===== config.mk =====
export PLATFORM = sky130hd
export DESIGN_NAME = obstacle_speed_ctrl_flat
export DESIGN_NICKNAME = d
export VERILOG_FILES = /design/src/rtl/obstacle_speed_ctrl_pkg.sv /design/src/rtl/obstacle_speed_ctrl_if.sv /design/src/rtl/obstacle_speed_ctrl_emitter.sv /design/src/rtl/obstacle_speed_ctrl.sv /design/src/flat_wrapper.sv
export SDC_FILE = /design/constraint.sdc
export NUM_CORES = 1
export LEC_CHECK = 0
export CORE_MARGIN = 2
export CORE_UTILIZATION = 45
export DETAILED_ROUTE_END_ITERATION = 10
export HOLD_SLACK_MARGIN = 0.12
export PLACE_DENSITY_LB_ADDON = 0.08
export SYNTH_ARGS = -nofsm -noshare
export SYNTH_HDL_FRONTEND = slang
export SYNTH_SLANG_ARGS = --single-unit

===== constraint.sdc =====
create_clock -name clk -period 2.6 [get_ports clk]
set_clock_uncertainty 0.1 [all_clocks]
set_input_delay 0.52 -clock clk [delete_from_list [all_inputs] [get_ports clk]]
set_output_delay 0.52 -clock clk [all_outputs]
set_load 0.05 [all_outputs]

===== src/rtl/obstacle_speed_ctrl_pkg.sv =====
// dino_speed_pkg: shared states, fixed-point defaults and saturation helper for the obstacle speed scheduler
package dino_speed_pkg;
   typedef enum logic [1:0] {IDLE, RUN, OVER} state_t;
   localparam int FRAC_BITS = 4;
   localparam logic [3:0] LEVEL_MAX = 4'd15;
   function automatic int sat_add(input int a, input int b, input int max);
      return (a + b > max) ? max : a + b;
   endfunction
endpackage


===== src/rtl/obstacle_speed_ctrl_if.sv =====
// obstacle_speed_ctrl_if: game events in, obstacle step/speed/level status out
interface obstacle_speed_ctrl_if #(parameter int SPEED_W = 6);
   logic                i_game_tick;
   logic                i_game_start;
   logic                i_game_over;
   logic [15:0]         i_score;
`ifdef OBS_SPEED_PAUSE_EN
   logic                i_pause;
`endif
   logic                o_step;
   logic [SPEED_W-1:0]  o_speed;
   logic [3:0]          o_level;
   logic                o_running;
   modport master (
`ifdef OBS_SPEED_PAUSE_EN
      output i_pause,
`endif
      output i_game_tick, i_game_start, i_game_over, i_score,
      input  o_step, o_speed, o_level, o_running
   );
   modport slave (
`ifdef OBS_SPEED_PAUSE_EN
      input  i_pause,
`endif
      input  i_game_tick, i_game_start, i_game_over, i_score,
      output o_step, o_speed, o_level, o_running
   );
endinterface


===== src/rtl/obstacle_speed_ctrl_emitter.sv =====
// obs_step_emitter: saturating pending-step counter that drains one registered step pulse per clock
module obs_step_emitter
   import dino_speed_pkg::*;
#(
   parameter int PEND_W = 3,
   parameter int ADD_W  = 6
) (
   input  logic             clk,
   input  logic             rst,
   input  logic [ADD_W-1:0] add,
   input  logic             add_stb,
   input  logic             hold,
   input  logic             clear,
   output logic             step
);
   logic [PEND_W-1:0] pending;
   logic              dec;
   assign dec = (pending != '0) && !hold;
   // drain one pending step per clock while accepting new steps from a tick in the same cycle
   always_ff @(posedge clk or posedge rst) begin
      if (rst) begin
         pending <= '0;
         step    <= 1'b0;
      end else if (clear) begin
         pending <= '0;
         step    <= 1'b0;
      end else begin
         step    <= dec;
         pending <= PEND_W'(sat_add(int'(pending) - int'(dec), add_stb ? int'(add) : 0, (1 << PEND_W) - 1));
      end
   end
endmodule


===== src/rtl/obstacle_speed_ctrl.sv =====
// obstacle_speed_ctrl: fixed-point scroll-rate scheduler turning game ticks into obstacle step pulses; OBS_SPEED_PAUSE_EN adds i_pause
module obstacle_speed_ctrl
   import dino_speed_pkg::*;
#(
   parameter int FRAC_BITS  = dino_speed_pkg::FRAC_BITS,
   parameter int SPEED_W    = 6,
   parameter int SPEED_INIT = 16,
   parameter int SPEED_INC  = 2,
   parameter int SPEED_MAX  = 48,
   parameter int PEND_W     = 3
) (
   input  logic                  clk,
   input  logic                  rst,
   obstacle_speed_ctrl_if.slave  bus
);
   state_t                        state, state_nx;
   logic [SPEED_W-1:0]            speed;
   logic [FRAC_BITS-1:0]          acc;
   logic [3:0]                    level;
   logic [3:0]                    prev_hund;
   logic [3:0]                    hund;
   logic [FRAC_BITS+SPEED_W-1:0]  sum;
   logic                          pause, start_ev, run_act, tick_now, lvl_up;
`ifdef OBS_SPEED_PAUSE_EN
   assign pause = bus.i_pause;
`else
   assign pause = 1'b0;
`endif
   assign hund     = bus.i_score[11:8];
   assign start_ev = (state != RUN) && bus.i_game_start && !bus.i_game_over;
   assign run_act  = (state == RUN) && !bus.i_game_over && !pause;
   assign tick_now = run_act && bus.i_game_tick;
   assign lvl_up   = run_act && (hund != prev_hund);
   assign sum      = (FRAC_BITS+SPEED_W)'(acc) + (FRAC_BITS+SPEED_W)'(speed);
   // game state register
   always_ff @(posedge clk or posedge rst) begin
      if (rst) state <= IDLE;
      else     state <= state_nx;
   end
   // game flow: over beats a simultaneous start
   always_comb begin
      state_nx = state;
      if (start_ev) state_nx = RUN;
      else if (state == RUN && bus.i_game_over) state_nx = OVER;
   end
   // speed ramp, fractional accumulator and level tracking; a tick uses the speed held before any same-cycle level-up
   always_ff @(posedge clk or posedge rst) begin
      if (rst) begin
         speed     <= SPEED_W'(SPEED_INIT);
         acc       <= '0;
         level     <= '0;
         prev_hund <= '0;
      end else begin
         prev_hund <= hund;
         if (start_ev) begin
            speed <= SPEED_W'(SPEED_INIT);
            acc   <= '0;
            level <= '0;
         end else begin
            if (tick_now) acc <= sum[FRAC_BITS-1:0];
            if (lvl_up) begin
               speed <= SPEED_W'(sat_add(int'(speed), SPEED_INC, SPEED_MAX));
               level <= 4'(sat_add(int'(level), 1, int'(LEVEL_MAX)));
            end
         end
      end
   end
   obs_step_emitter #(.PEND_W(PEND_W), .ADD_W(SPEED_W)) u_emit (
      .clk     (clk),
      .rst     (rst),
      .add     (sum[FRAC_BITS +: SPEED_W]),
      .add_stb (tick_now),
      .hold    (pause),
      .clear   ((state != RUN) || bus.i_game_over),
      .step    (bus.o_step)
   );
   assign bus.o_speed   = speed;
   assign bus.o_level   = level;
   assign bus.o_running = (state == RUN);
endmodule

===== src/flat_wrapper.sv =====
// flat-port wrapper written by rule: the top's interface ports become plain ports
module obstacle_speed_ctrl_flat import dino_speed_pkg::*;
#(
   parameter int FRAC_BITS  = dino_speed_pkg::FRAC_BITS,
   parameter int SPEED_W    = 6,
   parameter int SPEED_INIT = 16,
   parameter int SPEED_INC  = 2,
   parameter int SPEED_MAX  = 48,
   parameter int PEND_W     = 3
)
  (clk, rst, bus_i_game_tick, bus_i_game_start, bus_i_game_over, bus_i_score, bus_o_step, bus_o_speed, bus_o_level, bus_o_running);
  obstacle_speed_ctrl_if #(.SPEED_W(SPEED_W)) bus_i ();
  input  logic clk;
  input  logic rst;
  input wire logic [$bits(bus_i.i_game_tick)-1:0] bus_i_game_tick;
  input wire logic [$bits(bus_i.i_game_start)-1:0] bus_i_game_start;
  input wire logic [$bits(bus_i.i_game_over)-1:0] bus_i_game_over;
  input wire logic [$bits(bus_i.i_score)-1:0] bus_i_score;
  output wire logic [$bits(bus_i.o_step)-1:0] bus_o_step;
  output wire logic [$bits(bus_i.o_speed)-1:0] bus_o_speed;
  output wire logic [$bits(bus_i.o_level)-1:0] bus_o_level;
  output wire logic [$bits(bus_i.o_running)-1:0] bus_o_running;
  assign bus_i.i_game_tick = bus_i_game_tick;
  assign bus_i.i_game_start = bus_i_game_start;
  assign bus_i.i_game_over = bus_i_game_over;
  assign bus_i.i_score = bus_i_score;
  assign bus_o_step = bus_i.o_step;
  assign bus_o_speed = bus_i.o_speed;
  assign bus_o_level = bus_i.o_level;
  assign bus_o_running = bus_i.o_running;
  obstacle_speed_ctrl #(.FRAC_BITS(FRAC_BITS), .SPEED_W(SPEED_W), .SPEED_INIT(SPEED_INIT), .SPEED_INC(SPEED_INC), .SPEED_MAX(SPEED_MAX), .PEND_W(PEND_W)) u_core (.clk(clk), .rst(rst), .bus(bus_i));
endmodule

==> impl_metrics.ini, run 1 <==
[outcome]
status = finished, final reports clean

[sta]
period_minus_slack_ns = 2.59
tightest_slew_ns = 0.507
period_share_pct = 99.5
rsz0062_at_grt = true
drv_slew = 0
hold_viol_final = 0
max_slew_margin_pct = 66.1
tns_ns = 0
finalSetupViolCount = 0
fmax_mhz = 387

[yosys]
syn_area_per_cell_um2 = 9.48
synthFlopType = dfrtp_1
yosysSeqAreaShare_pct = 38.8
synthTopCellsByArea = dfrtp_1, ha_1, xor2_1
synth_nets = 185
yosys_warnings = 0
synth_edf_count = 0
synth-seq-cells = 22
synth_top_area_share_pct = 36.9
synth_area_um2 = 1420
synthCells = 150
async_flop_share_pct = 100
ys_types = 38
synth_top_area_cell = dfrtp_1
yosys-top-cells-count = dfrtp_1, ha_1, inv_1, nand2_1, nor2_1
yosysMostFrequentCell = dfrtp_1

[power]
power_density_nw_per_um2 = 960
p_total_mw = 1.84
peakVddDrop_uv = 402
p_leak_nw = 0.840

[layout]
seq_area_um2 = 556
nNetsFinal = 223
drive_gt1_share_pct = 24.6
final_core_utilization_pct = 63.3
area_growth_pct = 34.8
final_cells = 231
multi_input_area_um2 = 873
antenna_cells = 0
fillCellCount = 250

[drt]
drcViolationCount = 0
drt-total-wl_mm = 3.06
viasPerCell = 5.19
route.vias.total = 1200
firstDrtPassIters = 4
drtIter0Drc = 29
wl_per_cell_um = 13.2
drtAntennaViolNets = 0

[floorplanning]
fp.dieH_um = 60.2
dieArea_um2 = 3630
rows = 20
start_util_pct = 47.0
die_w_um = 60.2
boundaryPins = 33
core-area_um2 = 3030

[placed_design]
dp.cells = 225
routabilityCongestion = 0.831
dp_hpwl_mm = 2.37
port-buffer-count = 19

[worst_setup_path]
critical_path.endpoint_type = register
cp.required_ns = 2.76
crit_arrival_ns = 2.75
critPathMaxFanout = 3
setup.worst_path.start_class = register
worstSetupPathType = reg2reg

[global_route]
antenna_found_initial = 0
grt_pass1_wl_mm = 5.15
grt_max_degree = 16
gr-total-overflow = 0
grt_usage_pct = 19.4
first_global_vias = 1213

[clock_network]
cts_max_level = 1
path_clk_slew_ns = 0.13
cts_inserted_buffers = 3
root_buffer = clkbuf_4
cts_hold_buf = 0
cts.sinks = 22
cts_tree = yes
clock_path_buffers = 2
worst_skew_pair.late_latency_ns = 0.31

[flow_run]
cap_violations = 0

[min_path]
holdCritPathClass = in2async
## flip-flops by register name, summed over array words and instances, names as in the netlist
register and count:
u_core.state 2, u_core.prev_hund 4, u_core.acc 3, u_core.bus.o_speed 5, u_core.u_emit.pending 3, u_core.u_emit.step 1
u_core.bus.o_level 4
## area by class of cell
type                       count  area share (%)
multi-input combinational    110            45.5
sequential                    22            29.0
timing repair buffer          38            17.4
tap                           44            2.87
inverter                      13            2.54
clock inverter                 1            1.57
clock buffer                   3            1.17
## what timing repair did
action,4_1_cts,5_1_grt
endpoints found under the hold margin,0,0
gates resized for setup,10,0
buffers inserted,1,1
pin swaps,9,4
endpoints found under the setup margin,3,3
## metal layers
metal  global-route usage, %  vias up  wire, um
li1                        -      589         -
met1                    21.5      582      1280
met2                    36.6       23      1650
met3                    2.38        6        78
met4                    7.94        0        42
met5                       0        -         0
## report_power, final
group | total (mW) | switching (mW) | leakage, nW | internal, mW
clock | 0.263 | 0.107 | 0.0279 | 0.156
combinational | 1.12 | 0.563 | 0.533 | 0.555
sequential | 0.460 | 0.0549 | 0.280 | 0.406
## worst paths after layout
kind | startpoint | cells after the start | endpoint | slack (ns)
min | rst | 2 | u_core.acc[3] | 0.40
max reg2reg | u_core.u_emit.pending[1] | 10 | u_core.u_emit.pending[1] | 0.01
min reg2reg | u_core.acc[1] | 2 | u_core.acc[1] | 0.47
min in group clk | u_core.acc[1] | 2 | u_core.acc[1] | 0.47
max | u_core.u_emit.pending[1] | 10 | u_core.u_emit.pending[1] | 0.01
max in group asynchronous | rst | 3 | u_core.bus.o_level[2] | 1.49
## metrics by stage
step | area, um^2 | hold slack, ns | setup WS, ns
after floorplan | 1450 | 0.373 | -0.0349
after global placement | 1790 | 0.397 | -0.275
after detailed placement | 1790 | 0.424 | -0.382
after CTS | 1910 | 0.410 | 0.00800
after global routing | 1920 | 0.420 | -0.124
final | 1920 | 0.401 | 0.0142
## cells in the final DEF (no fill, tap or decap), types with 2 or more instances in the layout
cell type	netlist	final
a211oi_1	2	2
a21o_1	2	2
a21oi_1	7	3
a21oi_2	0	3
buf_4	1	19
clkbuf_4	0	3
clkdlybuf4s50_1	0	19
dfrtp_1	21	18
dfrtp_2	0	3
ha_1	13	7
ha_2	0	2
ha_4	0	4
inv_1	13	13
mux2i_1	2	2
nand2_1	13	13
nand3_1	11	11
nor2_1	12	12
nor2b_1	3	3
nor3_1	4	3
nor3b_1	2	2
o21a_1	3	3
o21ai_0	7	6
o31ai_1	2	2
or3b_1	2	2
xnor2_1	2	2
xor2_1	8	8
## worst max-delay path, stage by stage, from the launching register on
cell and delay [ns]:
dfrtp_1 0.40, or3_4 0.41, ha_4 0.18, ha_4 0.26, inv_1 0.04, ha_1 0.28, a21o_1 0.18, a21oi_2 0.13
ha_1 0.25, a21oi_2 0.18, o21a_1 0.14
## kinds of logic after synthesis
kind of cell | Yosys count | synth area share, %
XOR/XNOR | 10 | 6.16
flip-flops | 22 | 38.8
AO/OA/AOI/OAI | 27 | 13.6
other | 1 | 0.264
AND/OR/NAND/NOR | 56 | 20.8
multiplexers | 2 | 1.41
adder cells (fa/ha/maj) | 14 | 12.8
buffers and inverters | 18 | 6.16
(Power assumes the default switching activity.)
==> run 2: changes to the inputs <==
--- a/config.mk
+++ b/config.mk
@@ -5,11 +5,12 @@
 export SDC_FILE = /design/constraint.sdc
 export NUM_CORES = 1
 export LEC_CHECK = 0
-export CORE_MARGIN = 2
+export CORE_MARGIN = 8
 export CORE_UTILIZATION = 45
 export DETAILED_ROUTE_END_ITERATION = 10
 export HOLD_SLACK_MARGIN = 0.12
 export PLACE_DENSITY_LB_ADDON = 0.08
+export REMOVE_ABC_BUFFERS = 1
 export SYNTH_ARGS = -nofsm -noshare
 export SYNTH_HDL_FRONTEND = slang
 export SYNTH_SLANG_ARGS = --single-unit
==> impl_metrics.ini, run 2 (synthesis results as in run 1) <==
[clock_network]
cts.sinks = 22
cts_max_level = 1
cts_hold_buf = 0
worst_skew_pair.late_latency_ns = 0.29
clock_path_buffers = 2
path_clk_slew_ns = 0.12
cts_tree = yes
cts_inserted_buffers = 3
root_buffer = clkbuf_4

[sta]
fmax_mhz = 382
period_share_pct = 101
tightest_slew_ns = 0.500
hold_viol_final = 0
finalSetupViolCount = 3
period_minus_slack_ns = 2.62
max_slew_margin_pct = 66.5
worst_slack_ns = -0.0166
rsz0062_at_grt = true
drv_slew = 0

[outcome]
status = finished with violations
violations = negative setup slack

[worst_setup_path]
worstSetupPathType = reg2reg
r2r_cells = 10
critical_path.endpoint_type = register
critPathMaxFanout = 3
cp.required_ns = 2.74
crit_arrival_ns = 2.76
setup.worst_path.start_class = register
timing.rr.end = u_core.u_emit.pending[0]
r2r_start = u_core.u_emit.pending[1]
rrSetupSlack_ns = -0.02

[layout]
stdcell_area_um2 = 1940
final_cell_mix = buf_4, dfrtp_1, clkdlybuf4s50_1
antenna_cells = 0
area_growth_pct = 36.4
final_common_cell = buf_4
nNetsFinal = 230
drive_gt1_share_pct = 24.7
final_cells = 238
largest_register_ffs = 5
final_core_utilization_pct = 64.1

[power]
p_int_mw = 1.08
swShare_pct = 40.3
p_leak_nw = 0.881
p_total_mw = 1.81
p_comb_share_pct = 64.8
peakVddDrop_uv = 439
switchingPower_mw = 0.729
power_density_nw_per_um2 = 932
power_frac_seq_pct = 25.2
pwr-share-clk_pct = 10.1

[floorplanning]
die_w_um = 72.2
fp.dieH_um = 72.2
rows = 20
dieArea_um2 = 5220
core-area_um2 = 3030
start_util_pct = 47.0
boundaryPins = 33

[drt]
wl_per_cell_um = 13.6
drtIter0Drc = 23
viasPerCell = 5.01
route.vias.total = 1192
drt-total-wl_mm = 3.24
firstDrtPassIters = 4
drcViolationCount = 0
drtAntennaViolNets = 0

[flow_run]
cap_violations = 0

[global_route]
gr-total-overflow = 0
grt_pass1_wl_mm = 5.41
grt_usage_pct = 12.9
antenna_found_initial = 0
first_global_vias = 1252
grt_max_degree = 23

[placed_design]
port-buffer-count = 19
dpl_worst_slack_ns = -0.352
dp.cells = 226
dpl_cell_area_um2 = 1760
routabilityCongestion = 0.769
dp_hpwl_mm = 2.39

[min_path]
holdCritPathClass = in2async
==> run 2: cell types whose count changed in the layout (fill, tap and decap cells not counted), sizes merged <==
cell	before	now
buf	19	26
bufinv	1	0
clkbuf	3	4
==> run 2: power groups by stage <==
stage	clock network, mW	registers [mW]	logic [mW]
6_report	0.183	0.455	1.17
5_1_grt	0.206	0.465	1.27
4_1_cts	0.191	0.455	1.15
3_5_place_dp	0	0.457	0.942
3_3_place_gp	0	0.453	0.916
2_1_floorplan	0	0.555	0.485
==> run 2: per-stage QoR <==
step | hold slack (ns) | setup TNS, ns
final | 0.445 | -0.0403
after global routing | 0.465 | -0.349
after CTS | 0.431 | -0.0305
after detailed placement | 0.405 | -1.02
after global placement | 0.393 | -0.817
after floorplan | 0.373 | -1.13
==> run 2: cell type report <==
cell class,count,area [um^2]
repair buffers,45,385
multi-input cells,110,863
clock buffers,4,36.3
well taps,44,55.1
flip-flops and latches,22,552
fillers,268,1090
inverters,13,48.8
==> run 2: worst max path at each step <==
stage,from,to,slack [ns]
finish,u_core.u_emit.pending[1],u_core.u_emit.pending[0],-0.02
global route,u_core.bus.o_speed[2],u_core.u_emit.pending[0],-0.12
CTS,u_core.acc[2],u_core.u_emit.pending[0],-0.03
detailed placement,bus_i_game_over,u_core.u_emit.pending[2],-0.35
global placement,bus_i_game_over,u_core.u_emit.pending[2],-0.28
floorplan,u_core.bus.o_speed[2],u_core.u_emit.pending[2],-0.39
==> run 2: timing repair <==
item                       CTS  global route
setup endpoints to repair    3             3
gates cloned                 0             0
resized for setup           11             4
pin swaps                    9            12
setup buffers                4             4
==> run 2: per-layer routing <==
metal / vias up / part of all wire (%) / global-route usage, % / routed length (um)
met3: 2 / 2.7 / 2.07 / 89
met1: 578 / 43 / 13.5 / 1400
li1: 596 / - / - / -
met2: 16 / 53 / 25.1 / 1730
met4: 0 / 0.53 / 4.08 / 17
met5: - / 0 / 0 / 0
==> run 2: critical path, stage by stage, from the launching register on <==
cell and delay [ns]:
dfrtp_1 0.40, or3_4 0.40, ha_4 0.18, ha_4 0.26, inv_1 0.04, ha_1 0.29, a21o_1 0.20, a21oi_2 0.13
ha_1 0.24, a21oi_2 0.18, o21a_1 0.15
==> run 3: changes to the inputs <==
--- a/config.mk
+++ b/config.mk
@@ -9,6 +9,7 @@
 export CORE_UTILIZATION = 45
 export DETAILED_ROUTE_END_ITERATION = 10
 export HOLD_SLACK_MARGIN = 0.12
+export MAX_ROUTING_LAYER = met4
 export PLACE_DENSITY_LB_ADDON = 0.08
 export REMOVE_ABC_BUFFERS = 1
 export SYNTH_ARGS = -nofsm -noshare
==> impl_metrics.ini, run 3 (synthesis results as in run 1) <==
[outcome]
status = finished with violations
violations = negative setup slack

[global_route]
gr-total-overflow = 0
first_global_vias = 1245
grt_max_degree = 23
grt_usage_pct = 13.2
antenna_found_initial = 0
grt_pass1_wl_mm = 5.40

[floorplanning]
die_w_um = 72.2
boundaryPins = 33
core-area_um2 = 3030
fp.dieH_um = 72.2
start_util_pct = 47.0
rows = 20
dieArea_um2 = 5220

[sta]
rsz0062_at_grt = true
tightest_slew_ns = 0.505
period_share_pct = 101
drv_slew = 0
fmax_mhz = 382
worst_slack_ns = -0.0158
period_minus_slack_ns = 2.62
max_slew_margin_pct = 66.2
hold_viol_final = 0
finalSetupViolCount = 3

[power]
peakVddDrop_uv = 439
pwr-share-clk_pct = 10.1
power_frac_seq_pct = 25.2
p_comb_share_pct = 64.8
p_leak_nw = 0.881
swShare_pct = 40.3
switchingPower_mw = 0.729
power_density_nw_per_um2 = 932
p_int_mw = 1.08
p_total_mw = 1.81

[worst_setup_path]
critPathTopFamily = compound AO/OA/AOI/OAI gates
setup.worst_path.start_class = register
cp.required_ns = 2.74
r2r_cells = 12
timing.rr.end = u_core.u_emit.pending[2]
path_cells = ha_4 -> a21oi_4 -> nor2b_1 -> o21ai_1 -> xor2_1 -> nor2_1 -> ha_1 -> a21o_1 -> a21oi_2 -> ha_1 -> a21oi_2 -> o21a_1
critPathMaxFanout = 3
critical_path.endpoint_type = register
rrSetupSlack_ns = -0.02
cp_num_buf_inv = 0
crit_path_max_incr_delay_ns = 0.43
r2r_start = u_core.bus.o_speed[2]
worstSetupPathType = reg2reg
crit_arrival_ns = 2.76
slowest_stage = dfrtp_1

[placed_design]
port-buffer-count = 19
routabilityCongestion = 0.780
dpl_cell_area_um2 = 1760
dp_hpwl_mm = 2.39

[layout]
antenna_cells = 0
final_common_cell = buf_4
largest_register_ffs = 5
final_cell_mix = buf_4, dfrtp_1, clkdlybuf4s50_1
area_growth_pct = 36.4
drive_gt1_share_pct = 24.7
nNetsFinal = 230
stdcell_area_um2 = 1940

[drt]
firstDrtPassIters = 4
route.vias.total = 1181
wl_per_cell_um = 13.6
viasPerCell = 4.96
drt-total-wl_mm = 3.23
drcViolationCount = 0
drtIter0Drc = 29
drtAntennaViolNets = 0

[min_path]
holdCritPathClass = in2async

[clock_network]
cts.sinks = 22
root_buffer = clkbuf_4
path_clk_slew_ns = 0.12
cts_tree = yes
cts_inserted_buffers = 3
worst_skew_pair.late_latency_ns = 0.29
cts_max_level = 1
clock_path_buffers = 2

[flow_run]
cap_violations = 0
-- run 3: cell counts in the layout (fill, tap and decap cells not counted) --
Identical to the previous run, type by type.
-- run 3: power by group through the flow --
stage                     combinational (mW)  clock [mW]  sequential [mW]
after global routing                    1.27       0.206            0.465
after global placement                 0.916           0            0.453
after CTS                               1.15       0.191            0.455
after floorplan                        0.485           0            0.555
after detailed placement               0.942           0            0.457
final                                   1.17       0.182            0.455
-- run 3: repair_timing --
| item | CTS | global route |
|---|---|---|
| setup endpoints to repair | 3 | 3 |
| pin swaps | 9 | 12 |
| buffers inserted | 4 | 4 |
| gates resized for setup | 11 | 4 |
| cloned | 0 | 0 |
| hold buffers | 0 | 0 |
-- run 3: worst max-delay path by stage --
stage                                      from                        to  slack, ns  cells after the start
after global routing      u_core.bus.o_speed[2]  u_core.u_emit.pending[0]      -0.12                     11
final                     u_core.bus.o_speed[2]  u_core.u_emit.pending[2]      -0.02                     12
after floorplan           u_core.bus.o_speed[2]  u_core.u_emit.pending[2]      -0.39                     12
after global placement          bus_i_game_over  u_core.u_emit.pending[2]      -0.28                     10
after detailed placement        bus_i_game_over  u_core.u_emit.pending[2]      -0.35                     10
after CTS                         u_core.acc[2]  u_core.u_emit.pending[0]      -0.03                     12
-- run 3: cell type report --
class | count | area, um^2
clock buffer | 4 | 36.3
tap | 44 | 55.1
timing repair buffer | 45 | 385
sequential | 22 | 552
inverter | 13 | 48.8
multi-input combinational | 110 | 863
fill | 268 | 1090
-- run 3: routing by layer --
layer	routed length, um	GRT usage [%]
met1	1440	13.8
met5	0	-
met3	52	1.65
met4	17	4.08
met2	1720	25.1
-- run 3: through the flow --
stage | utilization (%) | instances | setup WS (ns) | hold slack, ns | setup TNS (ns)
finish | 64.1 | 238 | -0.0158 | 0.448 | -0.0415
global route | 64.1 | 238 | -0.124 | 0.465 | -0.349
CTS | 62.6 | 234 | -0.0272 | 0.431 | -0.0305
detailed placement | 58.3 | 226 | -0.352 | 0.405 | -1.02
global placement | 58.3 | 226 | -0.283 | 0.393 | -0.817
floorplan | - | 145 | -0.388 | 0.373 | -1.13
-- run 3: worst min-delay path: stages --
cell             delay [ns]
clkdlybuf4s50_1        0.39
inv_1                  0.05
buf_4                  0.27
